==> config.mk <==
export PLATFORM = sky130hd
export DESIGN_NAME = err_compute_ctrl
export DESIGN_NICKNAME = d
export VERILOG_FILES = /design/src/rtl/err_compute_ctrl.sv
export SDC_FILE = /design/constraint.sdc
export NUM_CORES = 1
export LEC_CHECK = 0
export CORE_UTILIZATION = 49
export DETAILED_ROUTE_END_ITERATION = 16
export HOLD_SLACK_MARGIN = 0.06
export PLACE_DENSITY_LB_ADDON = 0.25
export SYNTH_ARGS = -nofsm -noshare
export SYNTH_HDL_FRONTEND = slang
export SYNTH_SLANG_ARGS = --single-unit
==> constraint.sdc <==
create_clock -name clk -period 1.75 [get_ports clk]
set_clock_uncertainty 0.05 [all_clocks]
set_input_delay 0.2625 -clock clk [delete_from_list [all_inputs] [get_ports clk]]
set_output_delay 0.2625 -clock clk [all_outputs]
set_load 0.03 [all_outputs]
==> src/rtl/err_compute_ctrl.sv <==
// Control sequencer for the weighted-IR error datapath: settle, clear, eight accumulate terms, error strobe.
// Optional one-deep pending request is enabled by defining ERR_COMPUTE_PEND_EN.
module err_compute_ctrl #(
    parameter int SETTLE = 2
) (
    input  logic       clk,
    input  logic       rst,
    input  logic       IR_vld,
    input  logic       clr_ovr,
    output logic [2:0] sel,
    output logic       sub,
    output logic       clr_accum,
    output logic       en_accum,
    output logic       err_vld,
    output logic       busy,
    output logic       overrun
);

    typedef enum logic [2:0] {
        ST_IDLE   = 3'd0,
        ST_SETTLE = 3'd1,
        ST_CLR    = 3'd2,
        ST_ACCUM  = 3'd3,
        ST_DONE   = 3'd4
    } state_t;

    localparam logic       SKIP_SETTLE = (SETTLE == 32'sd0);
    localparam logic [3:0] SETTLE_LD   = (SETTLE > 32'sd0) ? 4'(SETTLE - 32'sd1) : 4'd0;

    state_t     state_r;
    state_t     state_nx_s;
    logic [3:0] cnt_r;
    logic [3:0] cnt_nx_s;
    logic [2:0] sel_nx_s;
    logic       busy_req_s;
    logic       loss_s;
    logic       relaunch_s;
    logic       start_s;
`ifdef ERR_COMPUTE_PEND_EN
    logic       pending_r;
    logic       pend_req_s;
`endif

    // Request classification: accepted, deferred into pending, or lost.
    always_comb begin
        busy_req_s = IR_vld && (state_r != ST_IDLE);
`ifdef ERR_COMPUTE_PEND_EN
        pend_req_s = busy_req_s && !pending_r;
        loss_s     = busy_req_s && pending_r;
        relaunch_s = (state_r == ST_DONE) && (pending_r || pend_req_s);
`else
        loss_s     = busy_req_s;
        relaunch_s = 1'b0;
`endif
        start_s    = ((state_r == ST_IDLE) && IR_vld) || relaunch_s;
    end

    // Next-state, settle count and term select.
    always_comb begin
        state_nx_s = state_r;
        cnt_nx_s   = cnt_r;
        sel_nx_s   = 3'd0;
        case (state_r)
            ST_IDLE, ST_DONE: begin
                if (start_s) begin
                    if (SKIP_SETTLE) begin
                        state_nx_s = ST_CLR;
                    end else begin
                        state_nx_s = ST_SETTLE;
                        cnt_nx_s   = SETTLE_LD;
                    end
                end else begin
                    state_nx_s = ST_IDLE;
                end
            end
            ST_SETTLE: begin
                if (cnt_r == 4'd0) begin
                    state_nx_s = ST_CLR;
                end else begin
                    cnt_nx_s = cnt_r - 4'd1;
                end
            end
            ST_CLR: begin
                state_nx_s = ST_ACCUM;
            end
            ST_ACCUM: begin
                // No wrap: the last term hands over to DONE with sel back at 0.
                if (sel == 3'd7) begin
                    state_nx_s = ST_DONE;
                end else begin
                    sel_nx_s = sel + 3'd1;
                end
            end
            default: begin
                state_nx_s = ST_IDLE;
                cnt_nx_s   = 4'd0;
            end
        endcase
    end

    // State register with Moore outputs registered from the next state.
    always_ff @(posedge clk or posedge rst) begin
        if (rst) begin
            state_r   <= ST_IDLE;
            cnt_r     <= 4'd0;
            sel       <= 3'd0;
            sub       <= 1'b0;
            clr_accum <= 1'b0;
            en_accum  <= 1'b0;
            err_vld   <= 1'b0;
            busy      <= 1'b0;
        end else begin
            state_r   <= state_nx_s;
            cnt_r     <= cnt_nx_s;
            sel       <= sel_nx_s;
            sub       <= sel_nx_s[0];
            clr_accum <= (state_nx_s == ST_CLR);
            en_accum  <= (state_nx_s == ST_ACCUM);
            err_vld   <= (state_nx_s == ST_DONE);
            busy      <= (state_nx_s != ST_IDLE);
        end
    end

`ifdef ERR_COMPUTE_PEND_EN
    // One-deep pending request; consumed when DONE relaunches.
    always_ff @(posedge clk or posedge rst) begin
        if (rst) begin
            pending_r <= 1'b0;
        end else if (relaunch_s) begin
            pending_r <= 1'b0;
        end else if (pend_req_s) begin
            pending_r <= 1'b1;
        end else begin
            pending_r <= pending_r;
        end
    end
`endif

    // Sticky overrun; a new loss beats a simultaneous clear.
    always_ff @(posedge clk or posedge rst) begin
        if (rst) begin
            overrun <= 1'b0;
        end else if (loss_s) begin
            overrun <= 1'b1;
        end else if (clr_ovr) begin
            overrun <= 1'b0;
        end else begin
            overrun <= overrun;
        end
    end

endmodule

# Word-level counts from Yosys, hierarchy flattened
# Index checks and enable logic that the tools add are counted.
# totals
input_bits	4
out_inout_bits	9
ff_bits	16
# classes
n_addsub	2
n_reduce_logical	10
n_mux	11
bitwise	1
eq_ne	10
# op_table
op	n
3-bit by 2-bit equality test with 1-bit output, second input constant	4
3-bit two-way mux	4
3-bit case mux with 4 select lines	1
4-bit case mux with 3 select lines	1
3-bit equality test, second input constant	3
4-bit two-way mux	2
3-bit nonzero test	2
4-bit zero test	1
2-bit != test, second input constant	2
2-bit OR reduction	2
4-bit by 1-bit subtractor with 4-bit output, second input constant	1
3-bit by 1-bit adder with 3-bit output, second input constant	1
3-bit by 1-bit equality test with 1-bit output, second input constant	1
3-bit zero test	1
1-bit two-way mux	3
3-bit AND reduction	1
1-bit logical AND	2
2-bit nonzero test	1
1-bit inverter	1

# Longest topological paths before layout
# Gate-level depths: netlist of run 1.
# depth
ltp_word	5
ltp_mapped	6
mapped_depth_nobuf	6

# Least setup slack after synthesis of run 1
# Ideal clock, no wire load.
# synth_path
path_kind	register -> register
from	reg cnt_r[0]
to	reg cnt_r[2]
required_ns	1.575
path_buffers	0
setup_slack_ns	0.160
t_arrival_ns	1.415
stages_incl_launch_ff	7
period_less_slack_ns	1.590
cell_sequence	dfrtp_1 -> inv_1 -> ha_1 -> nor3b_2 -> and3_4 -> nor3b_2 -> mux2_4
# synth_between
elab_chain_len	3
elab_cells_between_ends	6
# synth_rtl
element	line_no	source
start: declaration	32	logic [3:0] cnt_r;
start signal: assignment	114	cnt_r <= cnt_nx_s;
4-bit by 1-bit subtractor with 4-bit output / 4-bit zero test (equally long branches)	80, 77	
4-bit two-way mux / 2-bit != test (equally long branches)	n/a	
4-bit case mux with 3 select lines / 3-bit AND reduction (equally long branches)	n/a	
# Several ways; a longest one is shown, not always the timed one. The select of a mux whose other input is x is not followed.
# A chain may end at the register's enable or synchronous reset.

# Final worst setup path of run 1
# Ends and elaborated chain as after synthesis.

==> results of run 1 <==
## metrics by stage
stage / setup WS [ps] / hold slack (ps) / utilization
2_1_floorplan: 160.3 / 114.0 / -
3_3_place_gp: 37.23 / 418.3 / 0.6423
3_5_place_dp: 6.364 / 440.1 / 0.6423
4_1_cts: 55.84 / 290.3 / 0.6627
5_1_grt: 4.106 / 324.9 / 0.6664
6_report: 94.20 / 277.1 / 0.6664
## kinds of logic after synthesis
family	share of synthesized area
xor+xnor	0.01183
simple gates	0.2618
fa+ha+maj	0.06757
mux	0.02026
compound gates	0.07940
flops	0.5068
buf+inv	0.05236
## power breakdown
part           leakage [nW]  internal [W]  switching, W
Clock                0.0177     0.0000849      0.000111
Sequential            0.181      0.000463      0.000124
Combinational         0.240      0.000330      0.000361
## placed cells by master, fill, tap and decap left out, types with 2 or more instances in the layout
cell type	n
nor3b_2	2
nor3_1	2
and3_1	3
ha_1	4
o31ai_1	2
nand2b_1	3
dfrtp_1	15
clkbuf_4	3
nor2_1	5
o21ai_0	4
inv_1	5
nor3b_1	2
nand2_1	5
nor2b_1	2
clkdlybuf4s50_1	10
dlymetal6s2s_1	2
## state kept, by name (all words and copies together) (netlist names)
register	cells
sel	3
en_accum	1
overrun	1
state_r	3
clr_accum	1
cnt_r	4
err_vld	1
busy	1
## synth_stat cells
library cell | instances | area, µm²
o31ai_1 | 2 | 15.01
o21ai_2 | 1 | 8.760
o21ai_0 | 4 | 20.02
o211ai_1 | 1 | 7.510
mux2_4 | 1 | 15.01
and3_1 | 3 | 18.77
nor2b_1 | 2 | 12.51
nor3b_1 | 2 | 15.01
nor3b_2 | 2 | 25.02
and3b_1 | 1 | 8.760
nand2b_1 | 3 | 18.77
buf_2 | 1 | 5.000
dfrtp_1 | 15 | 375.4
nand3b_1 | 1 | 7.510
xnor2_1 | 1 | 8.760
nor4_1 | 1 | 6.260
or2b_1 | 1 | 7.510
nor2_2 | 1 | 6.260
ha_1 | 4 | 50.05
a211oi_1 | 1 | 7.510
nand2_1 | 5 | 18.77
and3_4 | 1 | 11.26
or2_4 | 1 | 8.760
inv_1 | 5 | 18.77
nor3_1 | 2 | 10.01
buf_4 | 2 | 15.01
nor2_1 | 5 | 18.77
## cell type report
cell class	count	area, µm²
clock buffer	3	22.52
clock inverter	1	5.005
fill	99	450.4
inverter	5	18.77
multi-input combinational	46	326.6
sequential	15	375.4
tap	15	18.77
timing repair buffer	13	132.6
## worst max path at each step
stage / cells after the start / slack (ps) / end
5_1_grt: 6 / 4 / cnt_r[2]
2_1_floorplan: 6 / 160 / cnt_r[2]
4_1_cts: 1 / 60 / sel[0]
6_report: 6 / 90 / cnt_r[2]
3_5_place_dp: 5 / 6 / cnt_r[2]
3_3_place_gp: 5 / 40 / cnt_r[2]
## worst max-delay path, stage by stage (launching register included)
cell and delay (ps):
dfrtp_1 380, inv_1 60, ha_1 190, nor3b_2 170
and3_4 180, nor3b_2 210, mux2_4 310
## per-layer routing
| layer | vias up | routed length (µm) | GRT usage |
|---|---|---|---|
| li1 | 264 | - | - |
| met1 | 252 | 623 | 0.2715 |
| met2 | 15 | 557 | 0.2617 |
| met3 | 2 | 60 | 0.06522 |
| met4 | 0 | 12 | 0.1250 |
| met5 | - | 0 | 0 |
==> out/qor.csv, run 1 <==
stage;metric;value;unit
global_routing;gr usage total;0.1977;
min_path;HP Class;in -> async;
cts;H-tree depth;1;
pwr;Peak VDD IR;0.0008937;V
sta;Finish-stage setup viols;0;
floorplanning;Cell Rows;13;
worst_setup_path;worst path required time;1870;ps
synthesis;Synth Register Bits;15;
sta;Final Critical Period;1656;ps
floorplanning;core area;1350;µm²
pwr;overall power;0.001474;W
worst_setup_path;worst r2r dst;cnt_r[2];
worst_setup_path;CP Max Fanout;4;
global_routing;largest net degree at the start of global routing;16;
cts;Max Root-Sink Buffers;2;
routing;DR vias;533;
place;hpwl dp;898.8;µm
sta;unrepaired setup endpoints after global routing;no;
global_routing;vias in the first global route;471;
synthesis;Mapped Cells;69;
worst_setup_path;Worst R2R Setup Slack;90;ps
sta;Fin. Hold Viols;0;
global_routing;initial antenna violation count;0;
floorplanning;die footprint;1671;µm²
sta;relative slew slack;0.6315;
cells_and_area;design area;899.6;µm²
floorplanning;total I/O pin count;13;
floorplanning;Starting Density;0.5487;
cts;postcts setup bufs;0;
worst_setup_path;reg2reg path depth;6;
worst_setup_path;crit path capture type;register;
worst_setup_path;Critical Path AT;1780;ps
routing;Total Wirelength;1.253;mm
floorplanning;DIE WIDTH;40.88;µm
cts;clock root cell;clkbuf_4;
routing;drt drc;0;
sta;period utilization;0.9462;
cts;clk_lat worst skew;280;ps
place;Placed Area;867.1;µm²
worst_setup_path;CP Launch Point;cnt_r[0];
synthesis;sequential area share after synthesis;0.5068;
pwr;Lkg Pwr;0.4386;nW
routing;routed vias/inst;5.439;
cts;clk sink count;15;
routing;drt pass-1 iters;4;
worst_setup_path;CP Class;reg -> reg;
cells_and_area;area delta synth->final;21.45;%
worst_setup_path;startpoint class of the critical path;register;
worst_setup_path;worst flop-to-flop path startpoint;cnt_r[0];
cts;number of gates resized after CTS;0;
sta;setup TNS;0;ps
job;Max Cap Viol;0;
cts;CTS Hold Bufs;0;
synthesis;yosys synthesis warning count;0;
floorplanning;Die Y;40.88;µm
synthesis;Post-Syn Area;740.7;µm²
cts;CTS buffer count;3;
cells_and_area;fin nets;92;
routing;Post-DRT Antenna Nets;0;
place;port bufs;12;
sta;worst slew pin tran;552.1;ps
cells_and_area;layout cell share with drive strength beyond 1;0.1446;
run_status;status;finished, final reports clean;
place;placed cell count;94;
cells_and_area;n_diodes;0;
pwr;pwr/cell area;1638;nW/µm²
cells_and_area;final std cells w/o fill;98;
synthesis;syn nets;77;
routing;drt wl/cell;12.79;µm
cts;CTS clk-pin slew, worst paths;90;ps
sta;Peak Freq;603.9;MHz
sta;Max Slew Vio Count;0;
synthesis;Syn Area/Cell;10.73;µm²
synthesis;Synth cell types;27;
global_routing;global-route wire length before repair;2.042;mm
global_routing;GRT overflow;0;
cts;CTS tree;built;
place;RePlAce Congestion;0.7761;
routing;1st-iter DRT viols;22;
No activity file was read; power rests on OpenSTA's default activity.
==> run 2: changes to the inputs <==
- CTS_CLUSTER_DIAMETER: not set -> 200
- clock period: 1.75 -> 1.6 ns (I/O delays scaled with it)
==> run 2 against run 1 <==
Compared with the run above: critical path depth did not move; largest power group unchanged; critical endpoint unchanged; register-to-register slack worse by 50 ps; via count is 7.9% higher.
==> out/qor.csv, run 2 (same netlist as run 1, synthesis figures left out) <==
stage;metric;value;unit
cts;CTS Hold Bufs;0;
sta;Max Slew Vio Count;0;
cts;CTS tree;built;
sta;unrepaired setup endpoints after global routing;yes;
routing;Post-DRT Antenna Nets;0;
place;Placed Area;919.6;µm²
cells_and_area;biggest regs;cnt_r: 4 flops, sel: 3 flops, state_r: 3 flops;
sta;setup TNS;0;ps
place;hpwl dp;1.090;mm
global_routing;GRT overflow;0;
pwr;Lkg Pwr;0.5013;nW
worst_setup_path;startpoint class of the critical path;register;
worst_setup_path;CP max-delay cell;dfrtp_1;
global_routing;vias in the first global route;544;
routing;drt drc;0;
cts;clk_lat worst skew;300;ps
routing;Total Wirelength;1.554;mm
floorplanning;DIE WIDTH;40.88;µm
worst_setup_path;Critical Path AT;1700;ps
global_routing;largest net degree at the start of global routing;16;
worst_setup_path;most frequent CP cell;nor3b_4;
cts;clock root cell;clkbuf_4;
cells_and_area;commonest non-fill, non-tap cell in the layout;dfrtp_1;
worst_setup_path;WP buf/inv;1;
worst_setup_path;worst path required time;1740;ps
cts;Max Root-Sink Buffers;2;
sta;relative slew slack;0.7855;
cts;CTS clk-pin slew, worst paths;100;ps
min_path;HP Class;in -> async;
sta;Min Hold Slack;192.5;ps
routing;drt pass-1 iters;4;
global_routing;global-route wire length before repair;2.311;mm
routing;drt wl/cell;14.39;µm
sta;Final Critical Period;1556;ps
routing;DR vias;575;
worst_setup_path;Crit path max-delay family;simple AND/OR/NAND/NOR gates;
worst_setup_path;CP Max Fanout;2;
cells_and_area;Largest register FFs;4;
worst_setup_path;crit path capture type;register;
pwr;overall power;0.001815;W
global_routing;initial antenna violation count;0;
job;Max Cap Viol;0;
sta;period utilization;0.9724;
place;RePlAce Congestion;0.8271;
worst_setup_path;CP Class;reg -> reg;
pwr;Peak VDD IR;0.001159;V
cells_and_area;fin nets;102;
floorplanning;Starting Density;0.5487;
sta;Finish-stage setup viols;0;
floorplanning;core area;1350;µm²
worst_setup_path;max incr delay on CP;370;ps
cells_and_area;commonest non-fill, non-tap cells in the layout;dfrtp_1 (15), buf_4 (11), dlygate4sd2_1 (6);
cts;clk sink count;15;
worst_setup_path;Worst R2R Setup Slack;40;ps
global_routing;gr usage total;0.2268;
pwr;pwr/cell area;1820;nW/µm²
sta;Fin. Hold Viols;0;
place;port bufs;12;
floorplanning;die footprint;1671;µm²
routing;1st-iter DRT viols;16;
cts;H-tree depth;1;
cells_and_area;area delta synth->final;34.63;%
sta;worst slew pin tran;321.3;ps
floorplanning;Cell Rows;13;
cells_and_area;design area;997.2;µm²
run_status;status;finished, final reports clean;
sta;Peak Freq;642.8;MHz
worst_setup_path;worst-path cell chain;inv_2 > ha_4 > nor3b_4 > and3_4 > nor3b_4 > mux2_4;
cells_and_area;n_diodes;0;
cells_and_area;layout cell share with drive strength beyond 1;0.2688;
floorplanning;total I/O pin count;13;
routing;routed vias/inst;5.324;
cts;CTS buffer count;3;
cells_and_area;Most flops, register;cnt_r;
floorplanning;Die Y;40.88;µm
[run 2: cell types whose count changed in the layout (fill, tap and decap cells not counted), sizes merged]
| cell | change |
|---|---|
| buf | +10 |
| clkdlybuf4s50 | -7 |
| dlygate4sd2 | +6 |
| clkinv | -1 |
| clkinvlp | +1 |
| dlymetal6s2s | +1 |
[run 2: final cells by class]
cell class	count	area (µm²)
Sequential cell	15	375.4
Clock buffer	3	22.52
Tap cell	15	18.77
Inverter	5	18.77
Multi-Input combinational cell	46	351.6
Timing Repair Buffer	23	202.7
Clock inverter	1	7.507
Fill cell	96	352.8
[run 2: routing by layer]
metal  track usage  wire length (µm)  vias up
li1              -                 -      282
met1        0.2491               684      279
met2        0.3867               770       12
met3       0.08152                86        2
met4        0.1000                12        0
met5             0                 0        -
[run 2: final timing paths]
check,startpoint,to,depth (start not counted)
max,cnt_r[0],cnt_r[2],6
min,rst,sel[0],3
max reg2reg,cnt_r[0],cnt_r[2],6
min reg2reg,sel[0],sel[0],1
max in group asynchronous,rst,cnt_r[3],3
min in group clk,sel[0],sel[0],1
[run 2: through the flow]
stage / instances / worst slack (ps) / utilization
final: 108 / 44.22 / 0.7386
after global placement: 101 / -76.32 / 0.6812
after floorplan: 69 / 10.33 / -
after detailed placement: 101 / -133.7 / 0.6812
after global routing: 108 / -24.11 / 0.7386
after CTS: 106 / 4.741 / 0.7053
[run 2: tightest hold or removal path: stages]
cell and delay, ps:
clkdlybuf4s50_1 400, inv_1 50, buf_4 220
[run 2: where the power goes]
| part | internal [W] | switching [W] | total (W) |
|---|---|---|---|
| sequential | 0.000507 | 0.000123 | 0.000630 |
| clock | 0.0000954 | 0.000143 | 0.000238 |
| combinational | 0.000471 | 0.000476 | 0.000947 |
| total | 0.00107 | 0.000742 | 0.00181 |
[run 2: what timing repair did]
action	4_1_cts	5_1_grt
pin swaps	1	0
gates resized for setup	7	8
setup endpoints to repair	7	4
buffers inserted	1	2
cloned	0	0
